**src/rtl/ss_addresses_pkg.sv**
```systemverilog
// Shared savestate bus definitions: word/address widths, the idle address
// and the bus controller state encoding.
package ss_addresses;

    localparam int SS_DATA_WIDTH = 32;
    localparam int SS_BUS_WIDTH  = 8;

    // All ones never decodes to a real responder, so parking here means "no access".
    localparam logic [SS_BUS_WIDTH-1:0] SS_IDLE_ADDR = '1;

    typedef enum logic [2:0] {
        IDLE,
        RD_SETTLE,
        RD_EMIT,
        WR_WAIT,
        WR_SETTLE,
        RS_SETTLE
    } ss_ctrl_state_t;

endpackage

```
**src/rtl/ss_bus_controller_if.sv**
```systemverilog
// Host stream and responder bus signals of the savestate bus controller.
// master = controller side, slave = host plumbing plus responders.
interface ss_bus_controller_if;
    import ss_addresses::*;

    logic [SS_DATA_WIDTH-1:0] save_data;
    logic                     save_valid;
    logic                     save_ready;
    logic [SS_DATA_WIDTH-1:0] load_data;
    logic                     load_valid;
    logic                     load_ready;
    logic [SS_BUS_WIDTH-1:0]  bus_addr;
    logic [SS_DATA_WIDTH-1:0] bus_in;
    logic                     bus_wren;
    logic                     bus_reset_n;
    logic [SS_DATA_WIDTH-1:0] bus_out;

    modport master (
        output save_data, save_valid,
        input  save_ready,
        input  load_data, load_valid,
        output load_ready,
        output bus_addr, bus_in, bus_wren, bus_reset_n,
        input  bus_out
    );

    modport slave (
        input  save_data, save_valid,
        output save_ready,
        output load_data, load_valid,
        input  load_ready,
        input  bus_addr, bus_in, bus_wren, bus_reset_n,
        output bus_out
    );

endinterface

```
**src/rtl/ss_bus_controller_settle_timer.sv**
```systemverilog
// Settle timer shared by every settle state of the bus controller.
// A load pulse arms it with SETTLE_CYCLES; o_expired marks the final settle cycle.
module ss_settle_timer #(
    parameter int SETTLE_CYCLES = 12
) (
    input  logic clk,
    input  logic reset_n,
    input  logic i_load,
    output logic o_expired
);

    localparam int CW = $clog2(SETTLE_CYCLES + 1);
    localparam logic [CW-1:0] LOAD_VALUE = CW'(SETTLE_CYCLES);
    localparam logic [CW-1:0] ONE        = CW'(1);

    logic [CW-1:0] r_count;

    // Down-counter: reload on i_load, otherwise count towards zero and rest there.
    // NOTE: sequential state is written with <= so every flop samples pre-edge values.
    always_ff @(posedge clk or negedge reset_n) begin
        if (!reset_n) begin
            r_count <= '0;
        end else if (i_load) begin
            r_count <= LOAD_VALUE;
        end else if (r_count != '0) begin
            r_count <= r_count - ONE;
        end
    end

    // Loaded in the cycle the settle state is entered, so a count of one is its last cycle.
    assign o_expired = (r_count == ONE);

endmodule

```
**src/rtl/ss_bus_controller.sv**
```systemverilog
// Savestate bus initiator: walks addresses 0..ADDRESS_COUNT-1 to save words out,
// load words in, or restore responder defaults. All outputs are registered.
module ss_bus_controller
    import ss_addresses::*;
#(
    parameter int ADDRESS_COUNT = 64,
    parameter int SETTLE_CYCLES = 12
) (
    input  logic                       clk,
    input  logic                       reset_n,
    input  logic                       save_start,
    input  logic                       load_start,
    input  logic                       restore_start,
    output logic                       busy,
    output logic                       done,
    ss_bus_controller_if.master        bus
);

    localparam logic [SS_BUS_WIDTH-1:0] LAST_ADDR = SS_BUS_WIDTH'(ADDRESS_COUNT - 1);
    localparam logic [SS_BUS_WIDTH-1:0] ADDR_ONE  = SS_BUS_WIDTH'(1);

    ss_ctrl_state_t           r_state,        w_state_next;
    logic [SS_BUS_WIDTH-1:0]  r_addr,         w_addr_next;
    logic [SS_DATA_WIDTH-1:0] r_save_data,    w_save_data_next;
    logic [SS_DATA_WIDTH-1:0] r_bus_in,       w_bus_in_next;
    logic [SS_BUS_WIDTH-1:0]  r_bus_addr,     w_bus_addr_next;
    logic                     r_busy,         w_busy_next;
    logic                     r_done,         w_done_next;
    logic                     r_save_valid,   w_save_valid_next;
    logic                     r_load_ready,   w_load_ready_next;
    logic                     r_bus_wren,     w_bus_wren_next;
    logic                     r_bus_reset_n,  w_bus_reset_n_next;
    logic                     w_timer_load;
    logic                     w_expired;
    logic                     w_last;

    assign w_last = (r_addr == LAST_ADDR);

    ss_settle_timer #(.SETTLE_CYCLES(SETTLE_CYCLES)) u_settle_timer (
        .clk       (clk),
        .reset_n   (reset_n),
        .i_load    (w_timer_load),
        .o_expired (w_expired)
    );

    // Next-state, address and datapath decisions for the walk.
    always_comb begin
        // NOTE: every signal gets a default first so no path leaves a value unassigned (no latch).
        w_state_next     = r_state;
        w_addr_next      = r_addr;
        w_save_data_next = r_save_data;
        w_bus_in_next    = r_bus_in;
        w_done_next      = 1'b0;
        w_timer_load     = 1'b0;
        unique case (r_state)
            IDLE: begin
                if (save_start) begin
                    w_state_next = RD_SETTLE;
                    w_addr_next  = '0;
                    w_timer_load = 1'b1;
                end else if (load_start) begin
                    w_state_next = WR_WAIT;
                    w_addr_next  = '0;
                end else if (restore_start) begin
                    w_state_next = RS_SETTLE;
                    w_addr_next  = '0;
                    w_timer_load = 1'b1;
                end
            end
            RD_SETTLE: begin
                if (w_expired) begin
                    w_save_data_next = bus.bus_out;
                    w_state_next     = RD_EMIT;
                end
            end
            RD_EMIT: begin
                if (r_save_valid && bus.save_ready) begin
                    if (w_last) begin
                        w_state_next = IDLE;
                        w_done_next  = 1'b1;
                    end else begin
                        w_addr_next  = r_addr + ADDR_ONE;
                        w_state_next = RD_SETTLE;
                        w_timer_load = 1'b1;
                    end
                end
            end
            WR_WAIT: begin
                if (r_load_ready && bus.load_valid) begin
                    w_bus_in_next = bus.load_data;
                    w_state_next  = WR_SETTLE;
                    w_timer_load  = 1'b1;
                end
            end
            WR_SETTLE: begin
                if (w_expired) begin
                    if (w_last) begin
                        w_state_next = IDLE;
                        w_done_next  = 1'b1;
                    end else begin
                        w_addr_next  = r_addr + ADDR_ONE;
                        w_state_next = WR_WAIT;
                    end
                end
            end
            RS_SETTLE: begin
                if (w_expired) begin
                    if (w_last) begin
                        w_state_next = IDLE;
                        w_done_next  = 1'b1;
                    end else begin
                        w_addr_next  = r_addr + ADDR_ONE;
                        w_timer_load = 1'b1;
                    end
                end
            end
            default: w_state_next = IDLE;
        endcase
    end

    // Output values decoded from the state being entered, so they register alongside it.
    always_comb begin
        w_busy_next        = (w_state_next != IDLE);
        w_save_valid_next  = (w_state_next == RD_EMIT);
        w_load_ready_next  = (w_state_next == WR_WAIT);
        w_bus_wren_next    = (w_state_next == WR_SETTLE);
        w_bus_reset_n_next = (w_state_next != RS_SETTLE);
        w_bus_addr_next    = SS_IDLE_ADDR;
        if (w_state_next inside {RD_SETTLE, RD_EMIT, WR_SETTLE, RS_SETTLE}) begin
            w_bus_addr_next = w_addr_next;
        end
    end

    // State, address and registered outputs.
    always_ff @(posedge clk or negedge reset_n) begin
        if (!reset_n) begin
            r_state       <= IDLE;
            r_addr        <= '0;
            r_save_data   <= '0;
            r_bus_in      <= '0;
            r_bus_addr    <= SS_IDLE_ADDR;
            r_busy        <= 1'b0;
            r_done        <= 1'b0;
            r_save_valid  <= 1'b0;
            r_load_ready  <= 1'b0;
            r_bus_wren    <= 1'b0;
            r_bus_reset_n <= 1'b1;
        end else begin
            r_state       <= w_state_next;
            r_addr        <= w_addr_next;
            r_save_data   <= w_save_data_next;
            r_bus_in      <= w_bus_in_next;
            r_bus_addr    <= w_bus_addr_next;
            r_busy        <= w_busy_next;
            r_done        <= w_done_next;
            r_save_valid  <= w_save_valid_next;
            r_load_ready  <= w_load_ready_next;
            r_bus_wren    <= w_bus_wren_next;
            r_bus_reset_n <= w_bus_reset_n_next;
        end
    end

    assign busy            = r_busy;
    assign done            = r_done;
    assign bus.save_data   = r_save_data;
    assign bus.save_valid  = r_save_valid;
    assign bus.load_ready  = r_load_ready;
    assign bus.bus_addr    = r_bus_addr;
    assign bus.bus_in      = r_bus_in;
    assign bus.bus_wren    = r_bus_wren;
    assign bus.bus_reset_n = r_bus_reset_n;

endmodule
```
**src/flat_wrapper.sv**
```systemverilog
// flat-port wrapper written by rule: the top's interface ports become plain ports
module ss_bus_controller_flat import ss_addresses::*;
#(
    parameter int ADDRESS_COUNT = 64,
    parameter int SETTLE_CYCLES = 12
)
  (clk, reset_n, save_start, load_start, restore_start, busy, done, bus_save_data, bus_save_valid, bus_save_ready, bus_load_data, bus_load_valid, bus_load_ready, bus_bus_addr, bus_bus_in, bus_bus_wren, bus_bus_reset_n, bus_bus_out);
  ss_bus_controller_if bus_i ();
  input  logic clk;
  input  logic reset_n;
  input  logic save_start;
  input  logic load_start;
  input  logic restore_start;
  output logic busy;
  output logic done;
  output wire logic [$bits(bus_i.save_data)-1:0] bus_save_data;
  output wire logic [$bits(bus_i.save_valid)-1:0] bus_save_valid;
  input wire logic [$bits(bus_i.save_ready)-1:0] bus_save_ready;
  input wire logic [$bits(bus_i.load_data)-1:0] bus_load_data;
  input wire logic [$bits(bus_i.load_valid)-1:0] bus_load_valid;
  output wire logic [$bits(bus_i.load_ready)-1:0] bus_load_ready;
  output wire logic [$bits(bus_i.bus_addr)-1:0] bus_bus_addr;
  output wire logic [$bits(bus_i.bus_in)-1:0] bus_bus_in;
  output wire logic [$bits(bus_i.bus_wren)-1:0] bus_bus_wren;
  output wire logic [$bits(bus_i.bus_reset_n)-1:0] bus_bus_reset_n;
  input wire logic [$bits(bus_i.bus_out)-1:0] bus_bus_out;
  assign bus_save_data = bus_i.save_data;
  assign bus_save_valid = bus_i.save_valid;
  assign bus_i.save_ready = bus_save_ready;
  assign bus_i.load_data = bus_load_data;
  assign bus_i.load_valid = bus_load_valid;
  assign bus_load_ready = bus_i.load_ready;
  assign bus_bus_addr = bus_i.bus_addr;
  assign bus_bus_in = bus_i.bus_in;
  assign bus_bus_wren = bus_i.bus_wren;
  assign bus_bus_reset_n = bus_i.bus_reset_n;
  assign bus_i.bus_out = bus_bus_out;
  ss_bus_controller #(.ADDRESS_COUNT(ADDRESS_COUNT), .SETTLE_CYCLES(SETTLE_CYCLES)) u_core (.clk(clk), .reset_n(reset_n), .save_start(save_start), .load_start(load_start), .restore_start(restore_start), .busy(busy), .done(done), .bus(bus_i));
endmodule
```
**config.mk**
```make
export PLATFORM = sky130hd
export DESIGN_NAME = ss_bus_controller_flat
export DESIGN_NICKNAME = d
export VERILOG_FILES = /design/src/rtl/ss_addresses_pkg.sv /design/src/rtl/ss_bus_controller_if.sv /design/src/rtl/ss_bus_controller_settle_timer.sv /design/src/rtl/ss_bus_controller.sv /design/src/flat_wrapper.sv
export SDC_FILE = /design/constraint.sdc
export NUM_CORES = 1
export LEC_CHECK = 0
export ABC_CLOCK_PERIOD_IN_PS = 2600
export BUFFER_PORTS_ARGS = -buffer_cell sky130_fd_sc_hd__buf_2
export CAP_MARGIN = 10
export CORE_MARGIN = 5
export CORE_UTILIZATION = 30
export DETAILED_ROUTE_END_ITERATION = 16
export SLEW_MARGIN = 0
export SYNTH_ARGS = -nofsm -noshare
export SYNTH_HDL_FRONTEND = slang
export SYNTH_SLANG_ARGS = --single-unit
```
**constraint.sdc**
```tcl
create_clock -name clk -period 2.6 [get_ports clk]
set_clock_uncertainty 0.2 [all_clocks]
set_input_delay 0.52 -clock clk [delete_from_list [all_inputs] [get_ports clk]]
set_output_delay 0.52 -clock clk [all_outputs]
set_load 0.005 [all_outputs]
```
-- Word level (Yosys, flattened, before mapping)
Cells that the tools add are included.
- shift-type cells: 0
- div/mod/pow operators: 0
- reductions and logical operators: 10
- multiply operators: 0
- $lt $le $gt $ge: 0
- add/sub/neg operators: 2
- multiplexer cells: 34
- bitwise logic cells: 0
- equality and inequality tests: 13
- operator list (kind ; count):
    2-to-1 mux 8 bit ; 7
    2-to-1 mux 3 bit ; 9
    case mux 8 bit (3 select lines) ; 1
    case mux 3 bit (6 select lines) ; 1
    == test 3 x 2 -> 1 bit, second input constant ; 4
    == test 3 bit, second input constant ; 4
    2-to-1 mux 1 bit ; 11
    adder 8 x 1 -> 8 bit, second input constant ; 1
    == test 8 x 6 -> 1 bit, second input constant ; 1
    2-to-1 mux 4 bit ; 2
    nonzero test 4 bit ; 2
    == test 3 x 1 -> 1 bit, second input constant ; 2
    == test 4 x 1 -> 1 bit, second input constant ; 1
    case mux 1 bit (4 select lines) ; 1
    AND reduction 2 bit ; 2
    subtractor 4 x 1 -> 4 bit, second input constant ; 1
    logical NOT 3 bit ; 1
    != test 3 bit, second input constant ; 1
    nonzero test 3 bit ; 1
    logical AND 1 bit ; 2
    2-to-1 mux 2 bit ; 1
    case mux 1 bit (2 select lines) ; 1
    nonzero test 2 bit ; 1
    OR reduction 2 bit ; 1
- bits in writable memories: 0
- memories: 0
- word-level logic and storage cells: 71
- latch bits: 0
- input port bits: 71
- flip-flop bits (word level): 93
- ROM bits: 0
- output and inout bits: 78

-- Longest topological paths before layout
- depth after elaboration: 7
- mapped depth: 8
- depth with buffers taken out: 7

-- Cells and area by module
Synthesis repeated with hierarchy kept, for this count alone.
- cell total of the unflattened synthesis: 284
- area total of the unflattened synthesis: 3932.5 µm²
- modules (own cells, without submodules) (module ; cells an instance ; area an instance (µm²) ; sequential area each (µm²) ; times used):
    ss_bus_controller ; 260 ; 3673.5 ; 2238.4 ; 1
    ss_settle_timer ; 24 ; 259.0 ; 100.1 ; 1

-- Worst setup path before layout
Ideal clock, no wire load.
- path kind: reg2reg
- from: register u_core.r_addr[0]
- to: register u_core.r_busy, in the netlist u_core.busy
- path buffers: 1
- stages on the path, launching flop included: 8
- data required time: 2.269 ns
- setup time: 0.131 ns
- arrival time: 1.982 ns
- period minus slack after synthesis: 2.313 ns
- slack: 0.287 ns
- cell sequence: dfrtp_1 ha_1 nand3_2 or4_4 buf_6 a221oi_2 nand3_2 or3_1
- cells in the longest elaborated chain, start to end: 5
- elaborated cells between the ends (all ways): 9
- RTL lines (what ; RTL line ; source):
    start, declared ; ss_bus_controller.sv:23 ; logic [SS_BUS_WIDTH-1:0] r_addr, w_addr_next;
    start signal, assigned ; ss_bus_controller.sv:150 ; r_addr <= w_addr_next;
    == test 8 x 6 -> 1 bit * ; ss_bus_controller.sv:37 ; assign w_last = (r_addr == LAST_ADDR);
    2-to-1 mux 3 bit, or another cell as far along ; ss_bus_controller.sv:108 ; if (w_last) begin
    2-to-1 mux 3 bit, on equally long branches ; ss_bus_controller.sv:107, ss_bus_controller.sv:77, ss_bus_controller.sv:96 ;
    case mux 3 bit (6 select lines) * ; ss_bus_controller.sv:55 ; unique case (r_state)
    net u_core.w_state_next[0] ; ss_bus_controller.sv:22 ; ss_ctrl_state_t r_state, w_state_next;
    nonzero test 3 bit * ; ss_bus_controller.sv:123 ; w_busy_next = (w_state_next != IDLE);
    net u_core.w_busy_next ; ss_bus_controller.sv:27 ; logic r_busy, w_busy_next;
    end signal, assigned ; ss_bus_controller.sv:154 ; r_busy <= w_busy_next;
    end, declared ; ss_bus_controller.sv:27 ;
Mark *: on every way through the listed nets, which the timed path passes. The rest lies on a longest branch.
A chain may end at the register's enable or synchronous reset.

-- Final worst setup path
Ends and elaborated chain as after synthesis.

==> metrics list <==
* Status: finished, final reports clean
* Quantity of I/O buffers inserted on ports: between 100 and 150
- Global routing consumed, over all layers together, between 10 and 15% of the routing resources.
- The sequential cells in the finished layout cover a total of 0.00234 mm^2.
- TritonCTS built the clock tree.
* Fraction of the yosys area taken by sequential cells: about three fifths
- Total CTS buffers: 9
* Number of flops mapped to enable cells by yosys: 0
- Routing usage on met3: roughly 3.8%
- Global-route wire length before repair: 14.7 mm
- The via count of the first global-routing pass came to around 3,100.
- Die Y: 123 um
* FF-to-FF Start: u_core.r_addr[0]
- When the netlist entered floorplanning its net count stood at 417.
- Power per cell area: 954 mW/mm^2
- On the worst path, the slowest cell contributes a delay of 0.58 ns.
* Clock edge transition at the registers on the reported setup and hold paths: 0.06 ns
- Cell with the largest stage delay on the worst path: sky130_fd_sc_hd__or4_4
* Endpoint kind of the worst setup timing path: flip-flop
- Netlist Area Pre-Place: 0.00382 mm^2
* DR iter-0 viols: 94
- At the worst endpoint, the required time is 2.61 ns.
* Via count: 3,069
- Place WS: approximately 0.17 ns
- Resize count post-CTS: 0
* Synth unique cells: 46
* Cell count of the worst hold path: 3
- The critical path goes through ha_1 -> nand3_2 -> or4_4 -> a221oi_2 -> nand3_2 -> or3_1.
- Cells fill approximately two fifths of the core in the end.
* Antenna diode count: 0
* Routed length per instance: 13.7 um
- In this run the core area contains between 40 and 50 standard-cell rows.
* Setup fix buffers added after clock tree synthesis: 0
- Number of warnings printed during yosys synthesis: 0
- Measured along the x axis, the die boundary spans 123 um.
- CTS Sinks: 93
- Clock insertion delay at the later pin of the skew report: 0.34 ns
- Setup repair after global routing left no endpoint under its margin.
- Antenna Nets Post-Route: 0
- The clock tree synthesis step divided the H-tree into 3 levels.
- Final routed DRC violation total: 0
- Detailed placement ended at an HPWL of 6.94 mm.
- In this run the critical register-to-register path is captured at u_core.busy.
- The die covers about 0.015 mm^2.
- The worst path needs 2.45 ns of the cycle, external delays included.
* Worst setup margin: between 0.1 and 0.15 ns
* Setup TNS: 0 ns
- Leading register cell type out of synthesis: sky130_fd_sc_hd__dfrtp_1
* Pre-antenna DRT Iters: 4
- Maximum clock path buffer count: 2
- Setup Viol. Count Final: 0
* Timing endpoint of the critical path: u_core.busy
- At the pin with the least slew margin, the transition time is approximately 0.58 ns.
- Compared with the post-synthesis result, the final layout area differs by 33.9%.
* Hold-fix buffers, CTS: 1
- The worst path uses 94.3% of the clock period.
- Worst R2R Path Depth: 6
* Starting utilization of the core area: a little over 30%
- The finished layout holds 675 standard cells, fillers aside.
- By instance count, the cell type seen most on the critical path is sky130_fd_sc_hd__nand3_2.
* Met1 layer usage reported by global route: 14.7%
* Count of placed standard cells including taps: approximately 660
- The filler cells instantiated in the layout total 1,224.
* Met2 layer usage reported by global route: between 20% and 30%
* # Max-Cap Violations: 0
- Layout net count: about 570
- Initial antenna violation count: 0
- Static timing analysis puts the maximum clock frequency at 408 MHz.
- Reg2Reg Setup Slack: 0.15 ns
* Top Usage Layer GRT: met2
- Crit path launch: u_core.r_addr[0]
- Placeable Area: around 0.013 mm^2
- Synthesis inferred 93 register bits.
- The tightest min-delay check is of the input port to flip-flop type.
- The routed design has just over 9 mm of wire.
- In the final layout, the multi-input gates occupy roughly 0.0014 mm^2.
- The worst setup path is of the flip-flop to flip-flop kind.
* Arrival time reported for the critical path endpoint: between 2 and 2.5 ns
* Leakage power: 2.69 nW
- I/O Pins: 149
* Via-to-Cell Ratio: 4.55
- Post-synthesis cell count: 342
* Critical path launch point type: flip-flop
* Routability-driven placement congestion ratio: between 0.7 and 0.8
- Final Max Tran Viols: 0
- Highest net fanout along the worst path: 10
- Maximum number of pins on one net before global-route repair: 51
- CTS placed an instance of sky130_fd_sc_hd__clkbuf_16 at the clock tree root.
- The number of failing hold endpoints at the final stage came to 0.
* Async S/R FF share, synth: between 90% and 100%
- Share of post-route cells with drive strength above 1: 43.7%
- Worst vdd ir: 0.000291 V
- Across all hold checks on the routed design, the worst slack comes to around 0.17 ns.
- Global route overflow: 0
- Worst slew slack as a fraction of its limit: roughly three fifths
* Mean instance size in the synthesized netlist: 11.2 um^2
[cells in the final DEF, fill, tap and decap left out, types with 2 or more instances in the layout]
master / Yosys / layout
sky130_fd_sc_hd__a22o_1: 5 / 5
sky130_fd_sc_hd__inv_1: 3 / 3
sky130_fd_sc_hd__o22ai_1: 4 / 4
sky130_fd_sc_hd__o21ai_0: 11 / 11
sky130_fd_sc_hd__clkinv_4: 0 / 2
sky130_fd_sc_hd__nand3_2: 2 / 2
sky130_fd_sc_hd__clkbuf_16: 0 / 9
sky130_fd_sc_hd__nor2_1: 10 / 10
sky130_fd_sc_hd__dfstp_2: 9 / 9
sky130_fd_sc_hd__a31oi_1: 2 / 2
sky130_fd_sc_hd__nor2b_1: 3 / 2
sky130_fd_sc_hd__nand2_1: 108 / 108
sky130_fd_sc_hd__dfrtp_1: 84 / 84
sky130_fd_sc_hd__ha_1: 4 / 4
sky130_fd_sc_hd__buf_2: 1 / 147
sky130_fd_sc_hd__nor3b_1: 3 / 3
sky130_fd_sc_hd__buf_4: 0 / 8
sky130_fd_sc_hd__o211ai_1: 2 / 2
sky130_fd_sc_hd__nand3b_1: 3 / 3
sky130_fd_sc_hd__mux2_2: 33 / 33
sky130_fd_sc_hd__nand3_1: 7 / 7
sky130_fd_sc_hd__nand2b_1: 9 / 9
sky130_fd_sc_hd__nor3_1: 3 / 3
sky130_fd_sc_hd__or3_1: 2 / 2
sky130_fd_sc_hd__and3_1: 2 / 2
[critical path: cells and delay by family (launching register included)]
| family | cells | cell delay (ns) |
|---|---|---|
| AND/OR/NAND/NOR | 4 | 1.17 |
| flip-flops | 1 | 0.40 |
| AO/OA/AOI/OAI | 1 | 0.33 |
| adder cells (fa/ha/maj) | 1 | 0.23 |
[registers in the layout, indices dropped and copies added (netlist names), 3 cells and up]
signal                         count
u_core.r_state                     3
u_core.r_addr                      8
u_core.u_settle_timer.r_count      4
u_core.bus.bus_in                 32
u_core.bus.save_data              32
u_core.bus.bus_addr                8
[through the flow]
step | area (um^2) | power, mW
floorplan | 3820 | 2.94
global placement | 4800 | 3.56
detailed placement | 4800 | 3.62
CTS | 5110 | 4.97
global route | 5110 | 5.24
finish | 5110 | 4.87
[where the power goes]
group	switching (mW)	internal, mW	total [mW]
clock	0.534	0.773	1.31
sequential	0.234	1.93	2.17
combinational	0.662	0.738	1.40
total	1.43	3.44	4.87
[metal layers]
metal,vias to the layer above,share of wire (%)
met4,0,2.3
met2,117,47
met5,-,0
li1,1475,-
met1,1461,42
met3,16,9.1
[cell families (layout without fill, tap and decap cells)]
logic type                 after synthesis  count (layout)  synth area share (%)
muxes                                   33              33                  9.74
AOI/OAI and AO/OA                       37              37                  7.08
and+or+nand+nor                        159             159                  18.7
buffers and inverters                   15             176                  1.70
adders and majority gates                4               4                  1.31
xor gates and xnor gates                 1               1                 0.230
DFF                                     93              93                  61.3
[cell type report]
class                      instances  area share (%)
timing repair buffer             157            16.2
multi-input combinational        234            27.7
inverter                           3           0.220
tap                              172            4.21
sequential                        93            45.8
clock inverter                     5            1.18
clock buffer                      11            4.75
[how the worst min path moves through the flow]
stage / end / from / slack, ns
after floorplan: u_core.bus.bus_in[0] / reset_n / 0.02
after global placement: u_core.bus.bus_in[15] / u_core.bus.bus_in[15] / 0.25
after detailed placement: u_core.bus.bus_in[25] / u_core.bus.bus_in[25] / 0.26
after CTS: u_core.bus.bus_in[16] / bus_load_data[16] / 0.15
after global routing: u_core.bus.bus_in[10] / bus_load_data[10] / 0.17
final: u_core.bus.bus_in[16] / bus_load_data[16] / 0.17
[synthesized netlist by cell type, types with 4 or more instances]
library cell,count,area (um^2)
sky130_fd_sc_hd__dfrtp_1,84,2100
sky130_fd_sc_hd__mux2_2,33,372
sky130_fd_sc_hd__nand3_1,7,35.0
sky130_fd_sc_hd__ha_1,4,50.1
sky130_fd_sc_hd__o22ai_1,4,25.0
sky130_fd_sc_hd__o21ai_0,11,55.1
sky130_fd_sc_hd__dfstp_2,9,236
sky130_fd_sc_hd__nand2b_1,9,56.3
sky130_fd_sc_hd__nand2_1,108,405
sky130_fd_sc_hd__nor2_1,10,37.5
sky130_fd_sc_hd__a22o_1,5,43.8
sky130_fd_sc_hd__clkbuf_1,7,26.3
Note: power is estimated with default switching activity, not from simulation.
